$ cat src/rtl/ppi_pkg.sv
// Shared types and constants for the ppi Port A Mode 2 peripheral agent.
// States, grant tracking, default handshake timing and PC pin indices.
package ppi_pkg;

  typedef enum logic [2:0] {
    IDLE,
    SETUP,
    STB_LO,
    HOLD,
    WAIT_IBF,
    ACK_LO,
    WAIT_OBF
  } state_t;

  typedef enum logic {
    TX,
    ACK
  } grant_t;

  localparam int DEF_SETUP_CYC  = 1;
  localparam int DEF_STB_WIDTH  = 2;
  localparam int DEF_HOLD_CYC   = 1;
  localparam int DEF_ACK_WIDTH  = 2;
  localparam int DEF_HS_TIMEOUT = 16;

  localparam int PC_STB = 4;
  localparam int PC_IBF = 5;
  localparam int PC_ACK = 6;
  localparam int PC_OBF = 7;

  function automatic int max2(input int a, input int b);
    return (a > b) ? a : b;
  endfunction

endpackage

$ cat src/rtl/ppi_sync2.sv
// Two-flop synchronizer for the asynchronous PC handshake inputs.
// RST_VAL is the idle level of the pin so reset never fakes an event.
module ppi_sync2 #(
  parameter logic RST_VAL = 1'b0
) (
  input  logic clk,
  input  logic reset,
  input  logic d,
  output logic q
);

  logic meta;

  always_ff @(posedge clk) begin
    if (reset) begin
      meta <= RST_VAL;
      q    <= RST_VAL;
    end else begin
      meta <= d;
      q    <= meta;
    end
  end

endmodule

$ cat src/rtl/ppi_porta_peripheral.sv
// Peripheral-side agent for ppi Port A Mode 2: strobes bytes in with STBb
// and acknowledges outbound bytes with ACKb, alternating when both pend.
module ppi_porta_peripheral
  import ppi_pkg::*;
#(
  parameter int SETUP_CYC  = DEF_SETUP_CYC,
  parameter int STB_WIDTH  = DEF_STB_WIDTH,
  parameter int HOLD_CYC   = DEF_HOLD_CYC,
  parameter int ACK_WIDTH  = DEF_ACK_WIDTH,
  parameter int HS_TIMEOUT = DEF_HS_TIMEOUT
) (
  input  logic       clk,
  input  logic       reset,
  input  logic       tx_valid,
  input  logic [7:0] tx_data,
  output logic       tx_ready,
  output logic       rx_valid,
  output logic [7:0] rx_data,
  input  logic       rx_ready,
  input  logic [7:0] pa_in,
  output logic [7:0] pa_out,
  output logic       pa_oe,
  output logic       stbb,
  output logic       ackb,
  input  logic       ibf,
  input  logic       obfb,
  output logic       hs_err
);

  localparam int MAX_P = max2(max2(max2(SETUP_CYC, STB_WIDTH),
                                   max2(HOLD_CYC, ACK_WIDTH)),
                              HS_TIMEOUT);
  localparam int CW = $clog2(MAX_P) + 1;

  localparam logic [CW-1:0] LD_SETUP = CW'(SETUP_CYC - 1);
  localparam logic [CW-1:0] LD_STB   = CW'(STB_WIDTH - 1);
  localparam logic [CW-1:0] LD_HOLD  = CW'(HOLD_CYC - 1);
  localparam logic [CW-1:0] LD_ACK   = CW'(ACK_WIDTH - 1);
  localparam logic [CW-1:0] LD_TMO   = CW'(HS_TIMEOUT - 1);

  state_t        state;
  grant_t        grant_last;
  logic [CW-1:0] cnt;
  logic          ibf_s;
  logic          obfb_s;
  logic          obf_s;
  logic          ack_elig;
  logic          pick_ack;
  logic          cnt_done;

  ppi_sync2 #(.RST_VAL(1'b0)) u_sync_ibf (
    .clk   (clk),
    .reset (reset),
    .d     (ibf),
    .q     (ibf_s)
  );

  ppi_sync2 #(.RST_VAL(1'b1)) u_sync_obf (
    .clk   (clk),
    .reset (reset),
    .d     (obfb),
    .q     (obfb_s)
  );

  assign obf_s    = !obfb_s;
  assign ack_elig = obf_s && !rx_valid;
  assign pick_ack = ack_elig && (grant_last == TX || !tx_valid);
  assign tx_ready = (state == IDLE) && !ibf_s && !pick_ack;
  assign cnt_done = (cnt == '0);

  always_ff @(posedge clk) begin
    if (reset) begin
      state      <= IDLE;
      grant_last <= TX;
      cnt        <= '0;
      stbb       <= 1'b1;
      ackb       <= 1'b1;
      pa_oe      <= 1'b0;
      pa_out     <= 8'h00;
      rx_valid   <= 1'b0;
      rx_data    <= 8'h00;
      hs_err     <= 1'b0;
    end else begin
      hs_err <= 1'b0;
      if (rx_valid && rx_ready)
        rx_valid <= 1'b0;
      unique case (state)
        IDLE: begin
          if (pick_ack) begin
            ackb       <= 1'b0;
            grant_last <= ACK;
            cnt        <= LD_ACK;
            state      <= ACK_LO;
          end else if (tx_valid && tx_ready) begin
            pa_out     <= tx_data;
            pa_oe      <= 1'b1;
            grant_last <= TX;
            cnt        <= LD_SETUP;
            state      <= SETUP;
          end
        end
        SETUP: begin
          if (cnt_done) begin
            stbb  <= 1'b0;
            cnt   <= LD_STB;
            state <= STB_LO;
          end else begin
            cnt <= cnt - 1'b1;
          end
        end
        STB_LO: begin
          if (cnt_done) begin
            stbb  <= 1'b1;
            cnt   <= LD_HOLD;
            state <= HOLD;
          end else begin
            cnt <= cnt - 1'b1;
          end
        end
        HOLD: begin
          if (cnt_done) begin
            pa_oe <= 1'b0;
            cnt   <= LD_TMO;
            state <= WAIT_IBF;
          end else begin
            cnt <= cnt - 1'b1;
          end
        end
        WAIT_IBF: begin
          if (ibf_s) begin
            state <= IDLE;
          end else if (cnt_done) begin
            hs_err <= 1'b1;
            state  <= IDLE;
          end else begin
            cnt <= cnt - 1'b1;
          end
        end
        // Port A is sampled on the final low cycle of ACKb.
        ACK_LO: begin
          if (cnt_done) begin
            rx_data  <= pa_in;
            rx_valid <= 1'b1;
            ackb     <= 1'b1;
            cnt      <= LD_TMO;
            state    <= WAIT_OBF;
          end else begin
            cnt <= cnt - 1'b1;
          end
        end
        // Wait out synchronizer lag so one OBFb assertion gets one ACK.
        WAIT_OBF: begin
          if (!obf_s) begin
            state <= IDLE;
          end else if (cnt_done) begin
            hs_err <= 1'b1;
            state  <= IDLE;
          end else begin
            cnt <= cnt - 1'b1;
          end
        end
        default: state <= IDLE;
      endcase
    end
  end

endmodule

$ cat config.mk
export PLATFORM = sky130hd
export DESIGN_NAME = ppi_porta_peripheral
export DESIGN_NICKNAME = d
export VERILOG_FILES = /design/src/rtl/ppi_pkg.sv /design/src/rtl/ppi_sync2.sv /design/src/rtl/ppi_porta_peripheral.sv
export SDC_FILE = /design/constraint.sdc
export NUM_CORES = 1
export LEC_CHECK = 0
export CAP_MARGIN = 10
export CORE_MARGIN = 1.5
export CORE_UTILIZATION = 42
export CTS_CLUSTER_SIZE = 24
export DETAILED_ROUTE_END_ITERATION = 16
export GPL_TIMING_DRIVEN = 0
export PLACE_DENSITY = 0.74
export REMOVE_ABC_BUFFERS = 1
export SLEW_MARGIN = 30
export SYNTH_ARGS = -nofsm -noshare
export SYNTH_HDL_FRONTEND = slang
export SYNTH_SLANG_ARGS = --single-unit
$ cat constraint.sdc
create_clock -name clk -period 1.8 [get_ports clk]
set_input_delay 0.45 -clock clk [delete_from_list [all_inputs] [get_ports clk]]
set_output_delay 0.45 -clock clk [all_outputs]
set_load 0.02 [all_outputs]
==> impl_metrics.env <==
export IMPL_violations="setup timing"
export IMPL_rsz0062_at_grt="yes"
export IMPL_syn_area_um2=1570
export IMPL_die_height_um=64.1
export IMPL_coreArea_um2=3630
export IMPL_fin_area_um2=2420
export IMPL_grt_pass1_vias=1468
export IMPL_yosysSeqAreaShare_pct=43.3
export IMPL_first_pass_iters=6
export IMPL_worst_pin_slew_ns=0.641
export IMPL_worst_ep_arrival_time_ns=2.14
export IMPL_die_x_um=64.1
export IMPL_nets=252
export IMPL_synthTopCellsByArea="dfxtp_1 (43%), mux2i_1 (11%), nor2_1 (5.5%), a21oi_1 (3.2%), nand2b_1 (2.4%)"
export IMPL_cts_buffers=5
export IMPL_avgViaCountPerCell=5.37
export IMPL_cts_buffer_depth=2
export IMPL_synth_top_area_share_pct=43.3
export IMPL_ctsRootBufferMaster="clkbuf_8"
export IMPL_vdd_drop_max_v=0.000859
export IMPL_hold_buffers=0
export IMPL_gr_total_overflow=0
export IMPL_final_cell_mix="clkdlybuf4s50_1 (39), dfxtp_1 (29), buf_4 (23)"
export IMPL_initial_utilization_pct=43.2
export IMPL_crit_family="compound AO/OA/AOI/OAI gates"
export IMPL_p_per_area_nw_per_um2=1760
export IMPL_area_delta_synth_final_pct=54.0
export IMPL_synth_warnings=0
export IMPL_place_congestion=0.841
export IMPL_p_leak_nw=1.01
export IMPL_cp_cell_sequence="inv_2 > ha_4 > nor4b_4 > a21oi_1 > o21ai_1 > o21ai_0 > a32o_1"
export IMPL_synth_cell_types=46
export IMPL_gr_usage_met1_pct=22.3
export IMPL_synth_enable_flop_cells=0
export IMPL_ant_nets=0
export IMPL_setup_slack_ns=-0.150
export IMPL_whs_ns=0.413
export IMPL_period_needed_ns=1.95
export IMPL_grt_busiest_layer="met2"
export IMPL_wl_per_cell_um=15.3
export IMPL_avgSynthCellArea_um2=9.35
export IMPL_grt_pass1_wl_mm=6.46
export IMPL_vias=1494
export IMPL_maxCapViolations=0
export IMPL_async_flop_share_pct=0
export IMPL_dp_hpwl_mm=2.39
export IMPL_status="complete, but fails checks"
export IMPL_fmax_ghz=0.513
export IMPL_synth_main_ff_cell="dfxtp_1"
export IMPL_std_cell_rows=22
export IMPL_critical_path_max_stage_delay_ns=0.36
export IMPL_cts_sinks=34
export IMPL_drc=0
export IMPL_drtIter0Drc=77
export IMPL_numPortBuffers=43
export IMPL_ioPinCount=44
export IMPL_hold_class="reg -> reg"
export IMPL_slowest_stage="dfxtp_4"
export IMPL_cts_htree_levels=2
export IMPL_finalPower_mw=4.24
export IMPL_period_share_pct=108
export IMPL_use_met3_pct=5.46
export IMPL_clkTransAtPathRegs_ns=0.08
export IMPL_ys_ff_latch=34
export IMPL_die_area_um2=4110
export IMPL_track_usage_pct=19.6
export IMPL_drv_slew=0
export IMPL_layout_commonest_cell="clkdlybuf4s50_1"
export IMPL_antenna_found_initial=0
export IMPL_slew_headroom_pct=57.2
export IMPL_finClkSkew_ns=0.00996
export IMPL_cts_tree="built"
export IMPL_hold_violations=0
export IMPL_critPathMaxFanout=5
export IMPL_met2_usage_pct=35.4
export IMPL_path_class="reg -> reg"
export IMPL_setup_viol=9
export IMPL_totalWireLength_mm=4.25
export IMPL_drive_gt1_share_pct=30.0
export IMPL_required_ns=1.99
export IMPL_worst_path_buf_inv=1
export IMPL_clock_latency_ns=0.29
export IMPL_synthCells=168
export IMPL_dpl_instance_area_um2=1990
export IMPL_grt_max_degree=37
export IMPL_crit_path_end_kind="flop"
export IMPL_num_antenna_cells=0
export IMPL_synth_area_leader_cell="dfxtp_1"
export IMPL_cp_start_kind="flop"
[report_power, final]
group / switching, mW / internal (mW) / total (mW)
sequential: 0.219 / 0.920 / 1.14
clock: 0.285 / 0.407 / 0.692
combinational: 1.13 / 1.28 / 2.41
[metrics by stage]
| step | setup TNS [ns] | utilization (%) | setup WS [ns] | std cells |
|---|---|---|---|---|
| 5_1_grt | -1.20 | 66.6 | -0.219 | 278 |
| 2_1_floorplan | -0.723 | - | -0.138 | 155 |
| 6_report | -0.630 | 66.6 | -0.150 | 278 |
| 4_1_cts | -0.274 | 62.0 | -0.0973 | 263 |
| 3_3_place_gp | -13.62 | 54.8 | -0.596 | 246 |
| 3_5_place_dp | -11.77 | 54.7 | -0.612 | 246 |
[sequential cells by signal, indices dropped and copies added, names as in the netlist]
register / cells
pa_oe: 1
hs_err: 1
cnt: 5
stbb: 1
rx_valid: 1
pa_out: 8
grant_last: 1
state: 3
ackb: 1
u_sync_ibf.q: 1
u_sync_obf.q: 1
rx_data: 8
u_sync_obf.meta: 1
u_sync_ibf.meta: 1
[timing repair]
item | CTS | global route
endpoints found under the setup margin | 29 | 11
gates resized for setup | 32 | 16
pin swaps | 8 | 3
setup buffers | 9 | 15
[worst paths after layout]
kind / start / endpoint / slack [ns] / depth (start not counted)
setup / recovery: cnt[1] / cnt[3] / -0.15 / 7
hold / removal: u_sync_obf.meta / u_sync_obf.q / 0.41 / 1
setup reg to reg: cnt[1] / cnt[3] / -0.15 / 7
hold reg to reg: u_sync_obf.meta / u_sync_obf.q / 0.41 / 1
[logic make-up (layout without fill, tap and decap cells)]
group | count (synthesis) | count (layout) | synth area share, %
adder cells (fa/ha/maj) | 1 | 1 | 0.797
flip-flops | 34 | 34 | 43.3
multiplexers | 18 | 18 | 11.5
buffers and inverters | 16 | 78 | 5.10
AO/OA/AOI/OAI | 36 | 36 | 17.0
AND/OR/NAND/NOR | 63 | 63 | 22.3
[area by class of cell]
type                    count  area, um^2
fillers                   293        1210
flip-flops and latches     34         699
multi-input cells         118         928
well taps                  48        60.1
clock inverters             3        40.0
clock buffers               5        68.8
repair buffers             67         608
inverters                   3        13.8
[synth_stat cells, drive strengths merged, types with 2 or more instances]
library cell / count
a21oi: 10
a311oi: 2
a32oi: 2
buf: 6
clkbuf: 7
dfxtp: 34
inv: 3
mux2i: 18
nand2: 6
nand2b: 6
nand3: 2
nor2: 23
nor2b: 6
nor3: 4
nor3b: 2
o2111ai: 2
o211ai: 2
o21ai: 7
o22ai: 2
or2: 5
or3: 2
or3b: 2
[per-layer routing]
metal | wire length (um) | vias to the layer above
met5 | 0 | -
met4 | 34 | 0
met3 | 182 | 6
met2 | 2280 | 53
met1 | 1750 | 715
li1 | - | 720
(Power assumes the default switching activity.)
